$ cat src/rtl/rc_drive_arm_ctrl.sv
// rc_drive_arm_ctrl
// Safety controller between the RF gamepad decoder and the servo/ESC PWM
// generators. It latches decoded frames, arms the ESC only after throttle
// has been held at neutral for ARM_MS, slew-limits throttle while armed,
// forces neutral outputs when the RF link is lost, and drives a status LED
// whose pattern encodes the current state.
//
// Ports:
//   iCLK        system clock, all logic on the rising edge
//   iRESET      asynchronous, active-high reset
//   iRX_SERVO   decoded steering value
//   iRX_ESC     decoded throttle value
//   iRX_VALID   one-cycle strobe, iRX_SERVO/iRX_ESC carry a new frame
//   oSERVO_VAL  steering value to the servo PWM generator
//   oESC_VAL    throttle value to the ESC PWM generator
//   oARMED      high while armed
//   oFAILSAFE   high while in failsafe
//   oLED        status LED
module rc_drive_arm_ctrl #(
  parameter int TICK_DIV      = 48000,
  parameter int NEUTRAL       = 128,
  parameter int DEADBAND      = 4,
  parameter int ARM_MS        = 500,
  parameter int TIMEOUT_MS    = 100,
  parameter int SLEW_STEP     = 2,
  parameter int BLINK_SLOW_MS = 125,
  parameter int BLINK_FAST_MS = 50
) (
  input  logic       iCLK,
  input  logic       iRESET,
  input  logic [7:0] iRX_SERVO,
  input  logic [7:0] iRX_ESC,
  input  logic       iRX_VALID,
  output logic [7:0] oSERVO_VAL,
  output logic [7:0] oESC_VAL,
  output logic       oARMED,
  output logic       oFAILSAFE,
  output logic       oLED
);

  localparam int TICK_W    = (TICK_DIV > 1) ? $clog2(TICK_DIV) : 1;
  localparam int ARM_W     = $clog2(ARM_MS + 1);
  localparam int TO_W      = $clog2(TIMEOUT_MS + 1);
  localparam int BLINK_MAX = (BLINK_SLOW_MS > BLINK_FAST_MS) ? BLINK_SLOW_MS : BLINK_FAST_MS;
  localparam int BL_W      = $clog2(BLINK_MAX + 1);

  localparam logic [TICK_W-1:0]  TICK_LAST = TICK_W'(TICK_DIV - 1);
  localparam logic [7:0]         NEUT      = 8'(NEUTRAL);
  localparam logic [ARM_W-1:0]   ARM_MAX   = ARM_W'(ARM_MS);
  localparam logic [TO_W-1:0]    TO_MAX    = TO_W'(TIMEOUT_MS);
  localparam logic [BL_W-1:0]    SLOW_P    = BL_W'(BLINK_SLOW_MS);
  localparam logic [BL_W-1:0]    FAST_P    = BL_W'(BLINK_FAST_MS);
  localparam logic [BL_W-1:0]    BL_SAT    = BL_W'(BLINK_MAX);
  localparam logic signed [8:0]  DB_S      = $signed(9'(DEADBAND));
  localparam logic signed [9:0]  STEP_S    = $signed(10'(SLEW_STEP));
  localparam logic [7:0]         STEP_U    = 8'(SLEW_STEP);

  typedef enum logic [1:0] {
    ST_DISARMED,
    ST_ARMING,
    ST_ARMED,
    ST_FAILSAFE
  } state_t;

  // |v - NEUTRAL| <= DEADBAND, evaluated in 9-bit signed so nothing wraps.
  function automatic logic is_neutral(input logic [7:0] v);
    logic signed [8:0] diff;
    diff = $signed({1'b0, v}) - $signed({1'b0, NEUT});
    if (diff < 0) diff = -diff;
    return (diff <= DB_S);
  endfunction

  // One slew step of cur toward tgt; lands exactly on tgt when within a step,
  // so the result always stays between cur and tgt and cannot wrap.
  function automatic logic [7:0] slew(input logic [7:0] cur, input logic [7:0] tgt);
    logic signed [9:0] diff;
    diff = $signed({2'b00, tgt}) - $signed({2'b00, cur});
    if (diff > STEP_S)       return cur + STEP_U;
    else if (diff < -STEP_S) return cur - STEP_U;
    else                     return tgt;
  endfunction

  state_t            state_q, state_d;
  logic [TICK_W-1:0] tick_cnt_q, tick_cnt_d;
  logic [7:0]        srv_q, srv_d;
  logic [7:0]        esc_q, esc_d;
  logic [TO_W-1:0]   timeout_q, timeout_d;
  logic [ARM_W-1:0]  arm_cnt_q, arm_cnt_d;
  logic [BL_W-1:0]   blink_q, blink_d;
  logic              led_q, led_d;
  logic [7:0]        servo_out_q, servo_out_d;
  logic [7:0]        esc_out_q, esc_out_d;

  logic              tick;
  logic              link_ok;
  logic              neutral;
  logic [BL_W-1:0]   period;

  always_comb begin
    tick       = (tick_cnt_q == TICK_LAST);
    tick_cnt_d = tick ? '0 : tick_cnt_q + TICK_W'(1);

    srv_d     = srv_q;
    esc_d     = esc_q;
    timeout_d = timeout_q;
    // A new frame beats a coincident tick, so link loss can never be
    // declared on the same edge a frame arrives.
    if (iRX_VALID) begin
      srv_d     = iRX_SERVO;
      esc_d     = iRX_ESC;
      timeout_d = '0;
    end else if (tick && (timeout_q != TO_MAX)) begin
      timeout_d = timeout_q + TO_W'(1);
    end

    link_ok = (timeout_q < TO_MAX);
    neutral = is_neutral(esc_q);

    state_d   = state_q;
    arm_cnt_d = arm_cnt_q;
    unique case (state_q)
      ST_DISARMED: begin
        if (link_ok && neutral) begin
          state_d   = ST_ARMING;
          arm_cnt_d = '0;
        end
      end
      ST_ARMING: begin
        // Link loss while arming only aborts; failsafe is reserved for ARMED.
        if (!neutral || !link_ok) begin
          state_d   = ST_DISARMED;
          arm_cnt_d = '0;
        end else if (tick) begin
          if (arm_cnt_q != ARM_MAX) arm_cnt_d = arm_cnt_q + ARM_W'(1);
          if (arm_cnt_d == ARM_MAX) state_d = ST_ARMED;
        end
      end
      ST_ARMED: begin
        if (!link_ok) state_d = ST_FAILSAFE;
      end
      ST_FAILSAFE: begin
        if (link_ok) begin
          state_d   = ST_DISARMED;
          arm_cnt_d = '0;
        end
      end
      default: state_d = ST_DISARMED;
    endcase

    blink_d = blink_q;
    led_d   = led_q;
    period  = (state_q == ST_FAILSAFE) ? FAST_P : SLOW_P;
    if (state_d != state_q) begin
      blink_d = '0;
      led_d   = (state_d == ST_ARMED);
    end else begin
      unique case (state_q)
        ST_ARMING, ST_FAILSAFE: begin
          if (tick) begin
            if (blink_q != BL_SAT) blink_d = blink_q + BL_W'(1);
            if (blink_d >= period) begin
              blink_d = '0;
              led_d   = ~led_q;
            end
          end
        end
        ST_ARMED: led_d = 1'b1;
        default:  led_d = 1'b0;
      endcase
    end

    // Output values are chosen from the state being entered so failsafe
    // neutralisation takes effect on the entry edge without slewing.
    servo_out_d = NEUT;
    esc_out_d   = NEUT;
    unique case (state_d)
      ST_ARMED: begin
        servo_out_d = srv_q;
        esc_out_d   = (state_q == ST_ARMED && tick) ? slew(esc_out_q, esc_q) : esc_out_q;
      end
      ST_FAILSAFE: begin
        servo_out_d = NEUT;
        esc_out_d   = NEUT;
      end
      default: begin
        servo_out_d = link_ok ? srv_q : NEUT;
        esc_out_d   = NEUT;
      end
    endcase
  end

  always_ff @(posedge iCLK or posedge iRESET) begin
    if (iRESET) begin
      state_q     <= ST_DISARMED;
      tick_cnt_q  <= '0;
      srv_q       <= NEUT;
      esc_q       <= NEUT;
      timeout_q   <= TO_MAX;
      arm_cnt_q   <= '0;
      blink_q     <= '0;
      led_q       <= 1'b0;
      servo_out_q <= NEUT;
      esc_out_q   <= NEUT;
    end else begin
      state_q     <= state_d;
      tick_cnt_q  <= tick_cnt_d;
      srv_q       <= srv_d;
      esc_q       <= esc_d;
      timeout_q   <= timeout_d;
      arm_cnt_q   <= arm_cnt_d;
      blink_q     <= blink_d;
      led_q       <= led_d;
      servo_out_q <= servo_out_d;
      esc_out_q   <= esc_out_d;
    end
  end

  assign oSERVO_VAL = servo_out_q;
  assign oESC_VAL   = esc_out_q;
  assign oARMED     = (state_q == ST_ARMED);
  assign oFAILSAFE  = (state_q == ST_FAILSAFE);
  assign oLED       = led_q;

endmodule

$ cat config.mk
export PLATFORM = sky130hd
export DESIGN_NAME = rc_drive_arm_ctrl
export DESIGN_NICKNAME = d
export VERILOG_FILES = /design/src/rtl/rc_drive_arm_ctrl.sv
export SDC_FILE = /design/constraint.sdc
export NUM_CORES = 1
export LEC_CHECK = 0
export BUFFER_PORTS_ARGS = -buffer_cell sky130_fd_sc_hd__buf_4
export CAP_MARGIN = 40
export CORE_ASPECT_RATIO = 0.9
export CORE_UTILIZATION = 60
export DETAILED_ROUTE_END_ITERATION = 10
export PLACE_DENSITY = 0.77
export SYNTH_ARGS = -nofsm -noshare
export SYNTH_HDL_FRONTEND = slang
export SYNTH_SLANG_ARGS = --single-unit
$ cat constraint.sdc
create_clock -name iCLK -period 3.6 [get_ports iCLK]
set_input_delay 0.54 -clock iCLK [delete_from_list [all_inputs] [get_ports iCLK]]
set_output_delay 0.54 -clock iCLK [all_outputs]
set_load 0.05 [all_outputs]
==> impl_results.md, run 1 <==
- Initial Util: 63.3%
- Critical Path Sink Type: register
- Nature of the critical path startpoint: register
- Gr busiest metal: met2
- Highest achievable clock rate: approximately 310 MHz
- Final critical delay including setup and external delays: roughly 3.2 ns
- Min-Delay Path Class: in -> async
- Critical Path Most Common Cell: a221oi_1
- Overall fraction of global-route tracks in use: between 20% and 30%
- Synth cell count leaders: dfrtp_1, nand2_1, nor2_1
- Fraction of the cycle the final worst path needs: approximately 90%
- Total of hold buffers inserted after clock tree synthesis: 0
- P&R area growth vs syn: 12.5%
- Grt met3 use: under 10%
- Bufs on Longest Clock Path: 2
- Cell accounting for the most synthesized area: dfrtp_1
- Number of global-route vias before repair: 3470
- Ranking of synthesized cells by area: dfrtp_1, ha_1, dfstp_2, mux2_2, nand2_1
- Mean instance size in the synthesized netlist: 9.59 um^2
- Count of filler cells inserted in the layout: 546
- Max VDD drop: roughly 0.00032 V
- Ant diodes: 0
- Warnings, synthesis: 0
- Final number of hold-violating endpoints: 0
- Syn Nets: 517
- Pin slew with the least headroom to its limit: about 0.57 ns
- Initial antenna violation count: 0
- Post-detailed-route wirelength per cell: 15.8 um
- Leakage: approximately 2.3 nW
- Run status: finished clean
- Setup repair after global routing missed its margin: no
- Share of synthesized area occupied by flip-flops and latches: 40.9%
- Via-to-Cell Ratio: 6.05
- Total number of vias: about 3700
- Power per cell area: roughly 340 nW/um^2
- CTS tree: yes
- Max Cap Violations: 0
- Initial DRC count: 183
- Dominant register cell in the synthesized netlist: dfrtp_1
- CTS H-Tree Depth: 3
- Die Wd: about 94 um
- Number of placed I/O pins: 38
- Leftover overflow at the end of global routing: 0
- Type of the worst setup path: reg -> reg
- Post-CTS Setup Bufs: 0
- Largest stage delay on the critical path: 0.47 ns
- Fraction of final layout cells sized beyond drive strength 1: 20.3%
- Worst clock skew on the final layout: ~0.007 ns
- Max_slew headroom: between 60% and 70%
- Wire length of the first global-routing pass: between 15 and 20 mm
- Final setup viols: 0
- Met1 usage in global routing: 37.7%
- Clock sinks: 74
- Library cells used by synthesis: 76
- Clk Tree Root Cell: clkbuf_8
- Series of cell instances along the critical path: inv_1 > ha_1 > a21o_1 > a21oi_1 > nand2_1 > a221oi_1 > xnor2_1 > o31a_2 > a221oi_1 > nor2_1 > o21ai_0
- Initial DRT Pass Iterations: 5
- DIE HEIGHT: around 85 um
- Crit path max-delay cell type: dfrtp_1
- Setup TNS: 0 ns
- Met2 Usage GRT: 39.7%
- Area share of the largest cell type after synthesis: around 37%
- Number of placement rows: 29
- Wire length after detailed routing: 9.69 mm
- Buffers on Ports: 37
- HPWL reported at the end of detailed placement: about 7.2 mm
- Clock buffers created by TritonCTS: 9
- Residual DRC count: 0
- Setup slack at placement: roughly 0.18 ns
- Data arrival time of the worst path: about 3.5 ns
- Number of routed nets with antenna violations: 0
- Post-synthesis register bit count: 74
- Depth of the worst register-to-register path: 11
- Data required time of the worst path: slightly below 4 ns
- CP max FO: 16
- Fin. max-slew vios: 0
- Post-layout nets: roughly 560
- Final worst slack: between 0.4 and 0.5 ns
- Area enclosed by the die boundary: just under 8000 um^2
- Clock-pin slew of the registers on the worst-case setup and hold paths: 0.08 ns
- Post-synth EDFFs: 0
- Post-Synthesis Cell Area: roughly 4500 um^2
- Maximum number of pins on one net before global-route repair: 40
- Cell with the most instances after synthesis: dfrtp_1
- Cells after Synth: 474
- Async set-reset flop share out of synthesis: 100%
- Clock Latency Late Sink: between 0.3 and 0.4 ns
- Area inside the core boundary: 7180 um^2
- Gp weighted congestion: approximately 0.95
## layout make-up
class	instances	area (um^2)	area share [%]
inverters	28	105	2.05
flip-flops and latches	74	1860	36.4
multi-input cells	360	2510	49.1
repair buffers	43	335	6.55
well taps	93	116	2.27
clock buffers	10	138	2.69
clock inverters	6	48.8	0.954
## critical path, delay by kind of cell, from the launching register on
family,cells,cell delay [ns]
AND/OR/NAND/NOR,2,0.21
buffers and inverters,1,0.16
AO/OA/AOI/OAI,6,1.79
XOR/XNOR,1,0.11
adder cells (fa/ha/maj),1,0.38
flip-flops,1,0.47
## per-layer routing
| layer | up-vias | wire length (um) | part of all wire, % |
|---|---|---|---|
| met5 | - | 0 | 0 |
| met4 | 0 | 94 | 0.97 |
| met3 | 11 | 570 | 5.9 |
| met2 | 95 | 4420 | 46 |
| met1 | 1797 | 4600 | 47 |
| li1 | 1812 | - | - |
## sequential cells by signal (all words and copies together) (netlist names)
name and count:
tick_cnt_q 16, srv_q 8, oSERVO_VAL 8, oESC_VAL 8, state_q 2, timeout_q 7
esc_q 8, arm_cnt_q 9, oLED 1, blink_q 7
## power breakdown
group / leakage [nW] / switching [W] / internal, W / total (W)
logic: 1.23 / 0.000160 / 0.000109 / 0.000269
registers: 0.948 / 0.0000269 / 0.000861 / 0.000888
clock network: 0.0855 / 0.000327 / 0.000275 / 0.000601
total: 2.26 / 0.000513 / 0.00124 / 0.00176
## final timing paths
| path | from | slack, ns | to |
|---|---|---|---|
| min | iRESET | 0.30 | tick_cnt_q[9] |
| min reg2reg | srv_q[6] | 0.48 | oSERVO_VAL[6] |
| max | oESC_VAL[3] | 0.40 | oESC_VAL[3] |
| max reg2reg | oESC_VAL[3] | 0.40 | oESC_VAL[3] |
| max in group asynchronous | iRESET | 2.69 | timeout_q[5] |
| min in group iCLK | iRX_ESC[1] | 0.40 | esc_q[1] |
## what timing repair did
| item | CTS | global route |
|---|---|---|
| gates resized for setup | 0 | 2 |
| endpoints found under the hold margin | 0 | 0 |
| setup endpoints to repair | 0 | 5 |
## metrics by stage
stage          area, um^2  utilization [%]  std cells  hold slack [ns]  power, W
3_3_place_gp         4900             68.2        597            0.458   0.00116
4_1_cts              5110             71.1        614            0.306   0.00177
3_5_place_dp         4920             68.5        598            0.464   0.00117
5_1_grt              5120             71.2        614            0.334   0.00184
6_report             5120             71.2        614            0.299   0.00176
2_1_floorplan        4550                -        474            0.448   0.00110
## cells by family (layout without fill, tap and decap cells)
| kind of cell | count (synthesis) | count (layout) | synth area share, % |
|---|---|---|---|
| and+or+nand+nor | 172 | 172 | 19.6 |
| AOI/OAI and AO/OA | 119 | 119 | 19.2 |
| DFF | 74 | 74 | 40.9 |
| buffers and inverters | 40 | 87 | 4.02 |
| xor gates and xnor gates | 27 | 27 | 5.20 |
| adders and majority gates | 24 | 24 | 6.77 |
| muxes | 18 | 18 | 4.35 |
## cell usage in the layout (no fill, tap or decap), types with 6 or more instances in the layout
master / count
buf_4: 42
inv_1: 27
clkbuf_8: 10
nand2b_1: 7
and2_1: 11
nand3_1: 30
a21oi_1: 20
nand4_1: 8
xnor2_1: 13
mux2_2: 14
a221oi_1: 6
dfrtp_1: 67
nor2_1: 34
xor2_1: 14
ha_1: 23
nand2_1: 41
nor3_1: 11
dfstp_2: 7
o21ai_0: 27
a31oi_1: 9
a21o_1: 7
Power figures use the tool's default switching activity.
==> run 2: changes to the inputs <==
--- a/config.mk
+++ b/config.mk
@@ -5,6 +5,7 @@
 export SDC_FILE = /design/constraint.sdc
 export NUM_CORES = 1
 export LEC_CHECK = 0
+export ABC_AREA = 1
 export BUFFER_PORTS_ARGS = -buffer_cell sky130_fd_sc_hd__buf_4
 export CAP_MARGIN = 40
 export CORE_ASPECT_RATIO = 0.9
==> run 2 against run 1 <==
- hold slack lost 0.074 ns
- utilization is 1.4 points lower
- via count rose by 15%
- clock-buffer cell count stayed put
- worst setup slack gained 0.22 ns
- sequential cell count unchanged
- die area increased by 4.7%
- critical path depth grew 6
- first-iteration DRC count up 31%
- largest power group unchanged
==> impl_results.md, run 2 <==
- Run status: finished clean (unchanged)
- Clock-pin slew of the registers on the worst-case setup and hold paths: 0.08 ns (about the same)
- Fraction of final layout cells sized beyond drive strength 1: 13.0% (was 20.3%)
- Clock sinks: 74 (unchanged)
- Largest registers in the final layout: tick_cnt_q (16), arm_cnt_q (9) (unchanged)
- Critical Path Sink Type: register (unchanged)
- Dominant register cell in the synthesized netlist: dfrtp_1 (unchanged)
- Comb pwr share: 28.7% (was 15.3%)
- Setup slack at placement: 0.656 ns (was 0.183 ns)
- Leakage: 2.76 nW (was 2.26 nW)
- Overall fraction of global-route tracks in use: 27.2% (was 26.4%)
- Fin cells: 790 (was 614)
- Area inside the core boundary: 7620 um^2 (was 7180 um^2)
- Data arrival time of the worst path: 3.25 ns (was 3.47 ns)
- Data required time of the worst path: 3.87 ns (about the same)
- Share of synthesized area occupied by flip-flops and latches: 39.0% (was 40.9%)
- Max_slew headroom: 54.1% (was 61.5%)
- Area share of the largest cell type after synthesis: 35.2% (was 36.9%)
- Series of cell instances along the critical path: ha_1 > nand2_1 > nor2_1 > nand3_1 > inv_1 > or2_2 > o21ai_0 > ha_1 > o21ai_0 > a21boi_0 > o21ai_0 > nand2_1 > a21oi_1 > inv_1 > a21oi_1 > nand2_1 > o21ai_1 (was inv_1 > ha_1 > a21o_1 > a21oi_1 > nand2_1 > a221oi_1 > xnor2_1 > o31a_2 > a221oi_1 > nor2_1 > o21ai_0)
- Max VDD drop: 0.000311 V (was 0.000316 V)
- Number of global-route vias before repair: 4014 (was 3470)
- HPWL reported at the end of detailed placement: 7.75 mm (was 7.19 mm)
- Initial antenna violation count: 0 (unchanged)
- Synth cell count leaders: nand2_1, inv_1, dfrtp_1 (was dfrtp_1, nand2_1, nor2_1)
- Number of routed nets with antenna violations: 0 (unchanged)
- Async set-reset flop share out of synthesis: 100% (unchanged)
- Cell with the most instances after synthesis: nand2_1 (was dfrtp_1)
- Number of flip-flops in the largest register: 16 (unchanged)
- Post-detailed-route wirelength per cell: 12.9 um (was 15.8 um)
- Clk Tree Root Cell: clkbuf_8 (unchanged)
- Initial Util: 62.6% (was 63.3%)
- Fin. max-slew vios: 0 (unchanged)
- Via-to-Cell Ratio: 5.39 (was 6.05)
- Largest stage delay on the critical path: 0.46 ns (was 0.47 ns)
- Cell accounting for the most synthesized area: dfrtp_1 (unchanged)
- Most common cell after layout, fill and taps aside: nand2_1 (was dfrtp_1)
- Number of resized instances in the post-cts repair step: 0 (unchanged)
- Highest achievable clock rate: 335 MHz (was 313 MHz)
- Post-CTS Setup Bufs: 0 (unchanged)
- CP max FO: 7 (was 16)
- DIE HEIGHT: 86.6 um (was 84.6 um)
- Final critical delay including setup and external delays: 2.98 ns (was 3.20 ns)
- Syn Nets: 692 (was 517)
- Cells after Synth: 649 (was 474)
- Ant diodes: 0 (unchanged)
- Clock Latency Late Sink: 0.35 ns (was 0.34 ns)
- Max Cap Violations: 0 (unchanged)
- Leftover overflow at the end of global routing: 0 (unchanged)
- Post-Synthesis Cell Area: 4770 um^2 (was 4550 um^2)
- Initial DRC count: 239 (was 183)
- Initial DRT Pass Iterations: 5 (unchanged)
- Type of the worst setup path: reg -> reg (unchanged)
- Library cells used by synthesis: 46 (was 76)
- P&R area growth vs syn: 11.6% (was 12.5%)
- Area taken by flip-flops and latches: 1860 um^2 (unchanged)
- Post-synth EDFFs: 0 (unchanged)
- Power per cell area: 419 nW/um^2 (was 344 nW/um^2)
- Power Total: 0.00223 W (was 0.00176 W)
- Total number of vias: 4257 (was 3715)
- Crit path max-delay cell type: dfrtp_1 (unchanged)
- Die Wd: 96.0 um (was 93.8 um)
- Warnings, synthesis: 0 (unchanged)
- Net switching power: 0.000804 W (was 0.000513 W)
- Fraction of the cycle the final worst path needs: 82.8% (was 88.8%)
- Final number of hold-violating endpoints: 0 (unchanged)
- Maximum number of pins on one net before global-route repair: 36 (was 40)
- Number of placement rows: 30 (was 29)
- Gp weighted congestion: 0.851 (was 0.955)
- Wire length after detailed routing: 10.2 mm (was 9.69 mm)
- Most frequent cells in the layout: nand2_1, inv_1, dfrtp_1, o21ai_0, nor2_1 (was dfrtp_1, buf_4, nand2_1, nor2_1, nand3_1)
- Number of placed I/O pins: 38 (unchanged)
- Post-synthesis register bit count: 74 (unchanged)
- Internal power: 0.00142 W (was 0.00124 W)
- Post-placement cell count: 774 (was 598)
- Share of power burned in the clock network: 28.7% (was 34.2%)
- Area enclosed by the die boundary: 8310 um^2 (was 7930 um^2)
- Switching part of the total: 36.1% (was 29.2%)
- CTS H-Tree Depth: 3 (unchanged)
- Final worst slack: 0.619 ns (was 0.402 ns)
- Bufs on Longest Clock Path: 2 (unchanged)
- Mean instance size in the synthesized netlist: 7.35 um^2 (was 9.59 um^2)
- Min-Delay Path Class: in -> async (unchanged)
- Setup repair after global routing missed its margin: no (unchanged)
- Multi-input gate area: 2430 um^2 (was 2510 um^2)
- Total of hold buffers inserted after clock tree synthesis: 0 (unchanged)
- Worst hold slack: 0.225 ns (was 0.299 ns)
- Clock buffers created by TritonCTS: 9 (unchanged)
- Worst clock skew on the final layout: 0.00967 ns (was 0.00682 ns)
- Sequential fraction of design power: 42.5% (was 50.5%)
- Wire length of the first global-routing pass: 17.6 mm (was 16.3 mm)
- Pin slew with the least headroom to its limit: 0.688 ns (was 0.575 ns)
- Ranking of synthesized cells by area: dfrtp_1, nand2_1, inv_1, ha_1, o21ai_0 (was dfrtp_1, ha_1, dfstp_2, mux2_2, nand2_1)
- Count of filler cells inserted in the layout: 625 (was 546)
- Post-layout nets: 732 (was 559)
- Final setup viols: 0 (unchanged)
- Setup TNS: 0 ns (unchanged)
- Nature of the critical path startpoint: register (unchanged)
- CTS tree: yes (unchanged)
- Buffers on Ports: 37 (unchanged)
- Residual DRC count: 0 (unchanged)
- Largest reg by FF count: tick_cnt_q (unchanged)
==> run 2: cell count changes after synthesis, sizes merged, moves of 8 or more <==
cell,before,now
xnor2,13,4
inv,28,112
mux2,14,0
nand3,30,51
o21ai,29,66
nand2,42,169
a22o,8,0
and2,11,1
a31oi,9,1
nor2,35,61
==> run 2: cells by family (layout without fill, tap and decap cells) <==
logic type | count (synthesis) | after routing | share of synthesized area, %
AND/OR/NAND/NOR | 308 | 308 | 29.6
buffers and inverters | 122 | 167 | 9.89
AO/OA/AOI/OAI | 107 | 107 | 12.5
flip-flops | 74 | 74 | 39.0
adder cells (fa/ha/maj) | 24 | 24 | 6.46
XOR/XNOR | 14 | 14 | 2.57
==> run 2: cell type report <==
type | count | area share [%]
Inverter | 112 | 7.90
Clock buffer | 10 | 2.40
Clock inverter | 6 | 1.22
Multi-Input combinational cell | 453 | 45.8
Timing Repair Buffer | 39 | 5.50
Tap cell | 96 | 2.26
Sequential cell | 74 | 35.0
==> run 2: path summary, 6_finish.rpt <==
| kind | from | to | slack, ns | depth (start not counted) |
|---|---|---|---|---|
| worst min-delay path | iRESET | arm_cnt_q[4] | 0.22 | 2 |
| max in group asynchronous | iRESET | timeout_q[2] | 2.59 | 3 |
| worst min register to register | srv_q[7] | oSERVO_VAL[7] | 0.46 | 2 |
| worst max-delay path | blink_q[0] | blink_q[4] | 0.62 | 17 |
| worst max register to register | blink_q[0] | blink_q[4] | 0.62 | 17 |
| min in group iCLK | iRX_SERVO[3] | srv_q[3] | 0.39 | 3 |
==> run 2: metal layers <==
metal  share of wire (%)  GRT usage, %  vias to the layer above
li1                    -             -                     2168
met1                  46          35.1                     1965
met2                  48          46.0                      104
met3                 4.4          4.82                       20
met4                 1.9          9.50                        0
met5                   0             0                        -
==> run 2: worst max-delay path, delay by kind of cell (launching register included) <==
family                     cells  cell delay [ns]
and+or+nand+nor                6             0.73
buffers and inverters          2             0.29
adders and majority gates      2             0.51
DFF                            1             0.46
AOI/OAI and AO/OA              7             0.93
==> run 2: power by group through the flow <==
stage	Combinational, W	Clock [W]	Sequential [W]
2_1_floorplan	0.000487	0	0.000980
3_3_place_gp	0.000618	0	0.000956
3_5_place_dp	0.000638	0	0.000962
4_1_cts	0.000640	0.000653	0.000945
5_1_grt	0.000725	0.000689	0.000954
6_report	0.000640	0.000641	0.000948
==> run 2: stage by stage <==
stage	cell area, um^2	util (%)
after floorplan	4770	-
after global placement	5130	67.3
after detailed placement	5130	67.3
after CTS	5320	69.8
after global routing	5320	69.8
final	5320	69.8
